## src/rtl/usb_bus_regif.sv

```systemverilog
// SAM3U parallel-bus front end: samples USB_* pins, detects strobe edges and issues
// single-cycle register read/write strobes, read-data return and fast-FIFO pops.
module usb_bus_regif #(
  parameter int unsigned pRD_LATENCY = 2,
  parameter logic [7:0]  pFAST_ADDR  = 8'd3
) (
  input  logic       clk_usb,
  input  logic       reset,
  input  logic [7:0] USB_Addr,
  input  logic [6:0] USB_Addr_Bytecount,
  input  logic       USB_RDn,
  input  logic       USB_WRn,
  input  logic       USB_CEn,
  input  logic [7:0] USB_Din,
  output logic [7:0] USB_Dout,
  output logic       USB_Dout_oe,
  output logic [7:0] reg_address,
  output logic [6:0] reg_bytecnt,
  output logic [7:0] reg_datao,
  output logic       reg_write,
  output logic       reg_read,
  input  logic [7:0] reg_datai,
  output logic       fast_fifo_read,
  output logic       bus_error
);

  localparam int unsigned ADDR_W = 8;
  localparam int unsigned BCNT_W = 7;
  localparam int unsigned DATA_W = 8;
  localparam int unsigned CNT_W  = 3;

  typedef enum logic [1:0] {
    IDLE    = 2'd0,
    RD_WAIT = 2'd1,
    RD_HOLD = 2'd2
  } state_t;

  // Stage A: raw pin samples; stage B: one-cycle delayed strobes for edge detect
  logic              a_rdn_q, a_wrn_q, a_cen_q;
  logic [ADDR_W-1:0] a_addr_q;
  logic [BCNT_W-1:0] a_bcnt_q;
  logic [DATA_W-1:0] a_din_q;
  logic              b_rdn_q, b_wrn_q;

  always_ff @(posedge clk_usb) begin
    if (reset) begin
      a_rdn_q  <= 1'b1;
      a_wrn_q  <= 1'b1;
      a_cen_q  <= 1'b1;
      a_addr_q <= '0;
      a_bcnt_q <= '0;
      a_din_q  <= '0;
      b_rdn_q  <= 1'b1;
      b_wrn_q  <= 1'b1;
    end else begin
      a_rdn_q  <= USB_RDn;
      a_wrn_q  <= USB_WRn;
      a_cen_q  <= USB_CEn;
      a_addr_q <= USB_Addr;
      a_bcnt_q <= USB_Addr_Bytecount;
      a_din_q  <= USB_Din;
      b_rdn_q  <= a_rdn_q;
      b_wrn_q  <= a_wrn_q;
    end
  end

  logic wr_edge_c, rd_edge_c, both_low_c, released_c;
  assign wr_edge_c  = !a_wrn_q && b_wrn_q && !a_cen_q;
  assign rd_edge_c  = !a_rdn_q && b_rdn_q && !a_cen_q;
  assign both_low_c = !a_rdn_q && !a_wrn_q && !a_cen_q;
  assign released_c = a_rdn_q || a_cen_q;

  state_t            state_q, state_d;
  logic [CNT_W-1:0]  cnt_q, cnt_d;
  logic [ADDR_W-1:0] reg_address_q, reg_address_d;
  logic [BCNT_W-1:0] reg_bytecnt_q, reg_bytecnt_d;
  logic [DATA_W-1:0] reg_datao_q, reg_datao_d;
  logic [DATA_W-1:0] usb_dout_q, usb_dout_d;
  logic              usb_dout_oe_q, usb_dout_oe_d;
  logic              reg_write_q, reg_write_d;
  logic              reg_read_q, reg_read_d;
  logic              fast_fifo_read_q, fast_fifo_read_d;
  logic              bus_error_q, bus_error_d;

  always_ff @(posedge clk_usb) begin
    if (reset) begin
      state_q          <= IDLE;
      cnt_q            <= '0;
      reg_address_q    <= '0;
      reg_bytecnt_q    <= '0;
      reg_datao_q      <= '0;
      usb_dout_q       <= '0;
      usb_dout_oe_q    <= 1'b0;
      reg_write_q      <= 1'b0;
      reg_read_q       <= 1'b0;
      fast_fifo_read_q <= 1'b0;
      bus_error_q      <= 1'b0;
    end else begin
      state_q          <= state_d;
      cnt_q            <= cnt_d;
      reg_address_q    <= reg_address_d;
      reg_bytecnt_q    <= reg_bytecnt_d;
      reg_datao_q      <= reg_datao_d;
      usb_dout_q       <= usb_dout_d;
      usb_dout_oe_q    <= usb_dout_oe_d;
      reg_write_q      <= reg_write_d;
      reg_read_q       <= reg_read_d;
      fast_fifo_read_q <= fast_fifo_read_d;
      bus_error_q      <= bus_error_d;
    end
  end

  // Access sequencing; the latency count is checked before decrement, so data is
  // latched on the edge where the count reaches zero.
  always_comb begin
    state_d          = state_q;
    cnt_d            = cnt_q;
    reg_address_d    = reg_address_q;
    reg_bytecnt_d    = reg_bytecnt_q;
    reg_datao_d      = reg_datao_q;
    usb_dout_d       = usb_dout_q;
    usb_dout_oe_d    = usb_dout_oe_q;
    reg_write_d      = 1'b0;
    reg_read_d       = 1'b0;
    fast_fifo_read_d = 1'b0;
    bus_error_d      = bus_error_q;

    if (both_low_c) begin
      bus_error_d = 1'b1;
    end

    case (state_q)
      IDLE: begin
        if (wr_edge_c && rd_edge_c) begin
          bus_error_d = 1'b1;
        end else if (wr_edge_c && a_rdn_q) begin
          reg_write_d   = 1'b1;
          reg_address_d = a_addr_q;
          reg_bytecnt_d = a_bcnt_q;
          reg_datao_d   = a_din_q;
        end else if (rd_edge_c && a_wrn_q) begin
          reg_read_d    = 1'b1;
          reg_address_d = a_addr_q;
          reg_bytecnt_d = a_bcnt_q;
          usb_dout_oe_d = 1'b1;
          cnt_d         = CNT_W'(pRD_LATENCY);
          state_d       = RD_WAIT;
        end
      end

      RD_WAIT: begin
        if (wr_edge_c) begin
          bus_error_d = 1'b1;
        end
        if (released_c) begin
          usb_dout_oe_d = 1'b0;
          bus_error_d   = 1'b1;
          cnt_d         = '0;
          state_d       = IDLE;
        end else if (cnt_q <= CNT_W'(1)) begin
          cnt_d      = '0;
          usb_dout_d = reg_datai;
          // Prefetch the next streaming word as soon as the current one is captured
          if (reg_address_q == pFAST_ADDR) begin
            fast_fifo_read_d = 1'b1;
          end
          state_d = RD_HOLD;
        end else begin
          cnt_d = cnt_q - CNT_W'(1);
        end
      end

      RD_HOLD: begin
        if (wr_edge_c) begin
          bus_error_d = 1'b1;
        end
        if (released_c) begin
          usb_dout_oe_d = 1'b0;
          state_d       = IDLE;
        end
      end

      default: begin
        usb_dout_oe_d = 1'b0;
        state_d       = IDLE;
      end
    endcase
  end

  assign USB_Dout       = usb_dout_q;
  assign USB_Dout_oe    = usb_dout_oe_q;
  assign reg_address    = reg_address_q;
  assign reg_bytecnt    = reg_bytecnt_q;
  assign reg_datao      = reg_datao_q;
  assign reg_write      = reg_write_q;
  assign reg_read       = reg_read_q;
  assign fast_fifo_read = fast_fifo_read_q;
  assign bus_error      = bus_error_q;

endmodule

```

## config.mk

```make
export PLATFORM = sky130hd
export DESIGN_NAME = usb_bus_regif
export DESIGN_NICKNAME = d
export VERILOG_FILES = /design/src/rtl/usb_bus_regif.sv
export SDC_FILE = /design/constraint.sdc
export NUM_CORES = 1
export LEC_CHECK = 0
export BUFFER_PORTS_ARGS = -buffer_cell sky130_fd_sc_hd__buf_4
export CORE_MARGIN = 5
export CORE_UTILIZATION = 54
export CTS_CLUSTER_SIZE = 10
export DETAILED_ROUTE_END_ITERATION = 12
export PLACE_DENSITY_LB_ADDON = 0.2
export SYNTH_ARGS = -nofsm -noshare
export SYNTH_HDL_FRONTEND = slang
export SYNTH_SLANG_ARGS = --single-unit
```

## constraint.sdc

```tcl
create_clock -name clk_usb -period 3.65 [get_ports clk_usb]
set_clock_uncertainty 0.15 [all_clocks]
set_input_delay 0.73 -clock clk_usb [delete_from_list [all_inputs] [get_ports clk_usb]]
set_output_delay 0.73 -clock clk_usb [all_outputs]
set_load 0.05 [all_outputs]
```

==> metrics.yaml <==
run_status: "completed"
final_cells: 363
syn_area_per_cell_um2: 10.6
cts_hold_buf: 0
placementRows: 24
origin_of_the_critical_flop_to_flop_path: "state_q[1]"
worst_setup_path_endpoint: "USB_Dout[1]"
p_leak_nw: 1.34
post_cts.resized_instances: 0
floorplan.die.height_um: 77.7
final-setup-viol-count: 0
numClockSinks: 69
postRouteWirelength_mm: 4.88
place.detailed.instances: 347
cp_num_buf_inv: 1
grt_util_all_layers: 0.165
grt_pass1_vias: 1735
synth_cell_types: 35
grt_start_max_net_pins: 70
finalWorstPathRequiredPeriod_ps: 2450
synth-edff-count: 0
worst_slew_margin_rel: 0.377
tritoncts: "built"
number_of_antenna_violations_at_the_first_check_in_global_routing: 0
hold_path_class: "flop to flop"
nNetsFinal: 348
io_pins: 72
synthesis.instances: 234
avgViaCountPerCell: 5.00
fin_tns_setup_ps: 0
max_stage_delay_ps: 710
floorplan.core_area_um2: 4410
internal_portion_of_total_power_mw: 1.16
grt_setup_unrepaired: "false"
clock_network_power_share: 0.382
die_width_um: 77.7
cts.clk_slew.worst_paths_ps: 70
synthesis.area_um2: 2480
netSwitchingPower_mw: 0.383
cp_cell_sequence: "inv_1 -> ha_1 -> or3b_4 -> nor3_2 -> mux2i_1 -> nor2_1"
n_fill_cell: 345
cp_num_cells: 6
final_antenna_net_count: 0
critPathLaunch: "state_q[1]"
ys_ff_latch: 69
p_seq_frac: 0.514
slew_violations: 0
share_of_synthesized_flip_flops_with_an_asynchronous_set_or_reset: 0
dr.pass1.iters: 4
pwr_density_cell_nw_per_um2: 480
tcrit_tclk_final: 0.670
worstSkewPairLatency_ps: 340
r2r.worst_path.cells: 6
root_buffer: "sky130_fd_sc_hd__clkbuf_8"
detailed_place_hpwl_mm: 3.32
htree_levels: 3
floorplan.initialDensity: 0.561
r2r_slack_ps: 1200
portion_of_total_power_attributed_to_combinational_logic: 0.104
cts_inserted_buffers: 9
antenna_cells: 0
yosys_most_used_dff: "sky130_fd_sc_hd__dfxtp_1"
drt-wirelength-per-cell_um: 13.4
globalplace.congestion: 0.788
postCtsSetupBuffers: 0
vias: 1815
critical_path_arrival_ps: 2490
timing.critical_path.required_ps: 3700
max_cap_viol_count: 0
cts-root-to-sink-buffers: 2
crit_path_start_kind: "flop"
crit_slowest_cell: "sky130_fd_sc_hd__nor3_2"
dieArea_um2: 6040
grt_pass1_wl_mm: 7.82
synthToLayoutAreaGrowth_pct: 30.1
drive_gt1_frac: 0.322
post-route-drc-count: 0
syn_nets: 276
dr.first_iter.drc_count: 74
max_slew.worst_pin.slew_ps: 930
synth_warnings: 0
yosysSeqAreaShare: 0.558
peakVddDrop_v: 0.000301
type_of_element_capturing_the_critical_path: "flop"
timing.setup.critical_path_class: "flop to flop"
overflow: 0
timing.hold.worst_path_depth: 2
timing.rr.end: "USB_Dout[1]"
max_clock_freq_ghz: 0.409
crit_path_leading_delay_family: "simple AND/OR/NAND/NOR gates"
timing.critical_path.fanout_max: 9
switching_share: 0.248
final-hold-violation-count: 0
number_of_port_buffers: 71
[flip-flops by register name, summed over array words and instances, names as in the netlist]
| signal | cells |
|---|---|
| a_rdn_q | 1 |
| a_cen_q | 1 |
| reg_read | 1 |
| a_addr_q | 8 |
| USB_Dout_oe | 1 |
| USB_Dout | 8 |
| reg_bytecnt | 7 |
| a_wrn_q | 1 |
| bus_error | 1 |
| b_wrn_q | 1 |
| reg_write | 1 |
| state_q | 2 |
| cnt_q | 3 |
| a_din_q | 8 |
| reg_address | 8 |
| reg_datao | 8 |
| fast_fifo_read | 1 |
| a_bcnt_q | 7 |
| b_rdn_q | 1 |
[through the flow]
| stage | util | hold slack, ps | area [um^2] | worst slack [ps] | power, mW |
|---|---|---|---|---|---|
| global route | 0.730 | 340 | 3220 | 1020 | 1.61 |
| CTS | 0.730 | 321 | 3220 | 1210 | 1.56 |
| finish | 0.730 | 314 | 3220 | 1200 | 1.55 |
| detailed placement | 0.687 | 305 | 3030 | 1240 | 0.973 |
| floorplan | - | 290 | 2480 | 1760 | 0.915 |
| global placement | 0.687 | 292 | 3030 | 1330 | 0.970 |
[layer usage]
metal,global-route usage,vias to the layer above,share of wire
met2,0.253,47,0.49
met3,0.0718,8,0.065
met5,0,-,0
met4,0.0722,0,0.017
li1,-,926,-
met1,0.199,834,0.43
[power groups by stage]
stage | clock network, mW | registers (mW) | logic [mW]
final | 0.590 | 0.795 | 0.161
after global routing | 0.640 | 0.799 | 0.175
after CTS | 0.600 | 0.796 | 0.162
after detailed placement | 0 | 0.813 | 0.160
after global placement | 0 | 0.812 | 0.158
after floorplan | 0 | 0.842 | 0.0734
[area by class of cell]
type	count	area (um^2)	share of cell area
Tap cell	52	65.1	0.0202
Clock inverter	7	66.3	0.0206
Inverter	4	15.0	0.00466
Clock buffer	9	124	0.0384
Timing Repair Buffer	71	533	0.165
Sequential cell	69	1380	0.429
Multi-Input combinational cell	151	1040	0.322
[layout by cell type, fill, tap and decap left out, types with 2 or more instances in the layout]
master,instances
sky130_fd_sc_hd__a21oi_1,6
sky130_fd_sc_hd__dfxtp_1,69
sky130_fd_sc_hd__nor2b_1,24
sky130_fd_sc_hd__o311a_1,2
sky130_fd_sc_hd__nand3b_1,3
sky130_fd_sc_hd__ha_1,6
sky130_fd_sc_hd__mux2i_1,31
sky130_fd_sc_hd__or2_2,7
sky130_fd_sc_hd__or4_1,2
sky130_fd_sc_hd__o21ai_0,4
sky130_fd_sc_hd__nor3_1,5
sky130_fd_sc_hd__nand2b_1,2
sky130_fd_sc_hd__inv_1,4
sky130_fd_sc_hd__clkbuf_8,9
sky130_fd_sc_hd__clkinv_2,4
sky130_fd_sc_hd__buf_4,71
sky130_fd_sc_hd__nand2_1,3
sky130_fd_sc_hd__nor2_1,38
[worst min-delay path by stage]
stage                           to  slack, ps        start
global placement    reg_bytecnt[1]        290  a_bcnt_q[1]
global route        reg_bytecnt[2]        340  a_bcnt_q[2]
CTS                   reg_datao[5]        320   a_din_q[5]
detailed placement  reg_bytecnt[2]        310  a_bcnt_q[2]
floorplan           reg_address[0]        290  a_addr_q[0]
finish                reg_datao[4]        310   a_din_q[4]
[worst register-to-register path, delay by kind of cell, from the launching register on]
family                   cells  cell delay, ps
AND/OR/NAND/NOR              3            1190
multiplexers                 1             280
adder cells (fa/ha/maj)      1             260
flip-flops                   1             330
buffers and inverters        1              90
[Yosys cell counts, drive strengths merged, types with 2 or more instances]
cell | instances | area, um^2
dfxtp | 69 | 1380
o21ai | 4 | 20.0
inv | 4 | 15.0
nand2b | 2 | 12.5
a21oi | 7 | 46.3
clkbuf | 8 | 30.0
o311a | 2 | 20.0
nor3 | 6 | 30.0
nor2 | 39 | 154
buf | 2 | 18.8
ha | 6 | 75.1
nor2b | 24 | 150
or2 | 7 | 43.8
nand2 | 3 | 11.3
or4 | 2 | 15.0
nand3b | 3 | 22.5
mux2i | 31 | 310
[cells by family (layout without fill, tap and decap cells)]
logic type,after synthesis,after routing,synth area share
fa+ha+maj,6,6,0.0303
flops,69,69,0.558
mux,31,31,0.125
simple gates,94,94,0.205
buf+inv,14,91,0.0258
compound gates,20,20,0.0566
No activity file was read; power rests on OpenSTA's default activity.
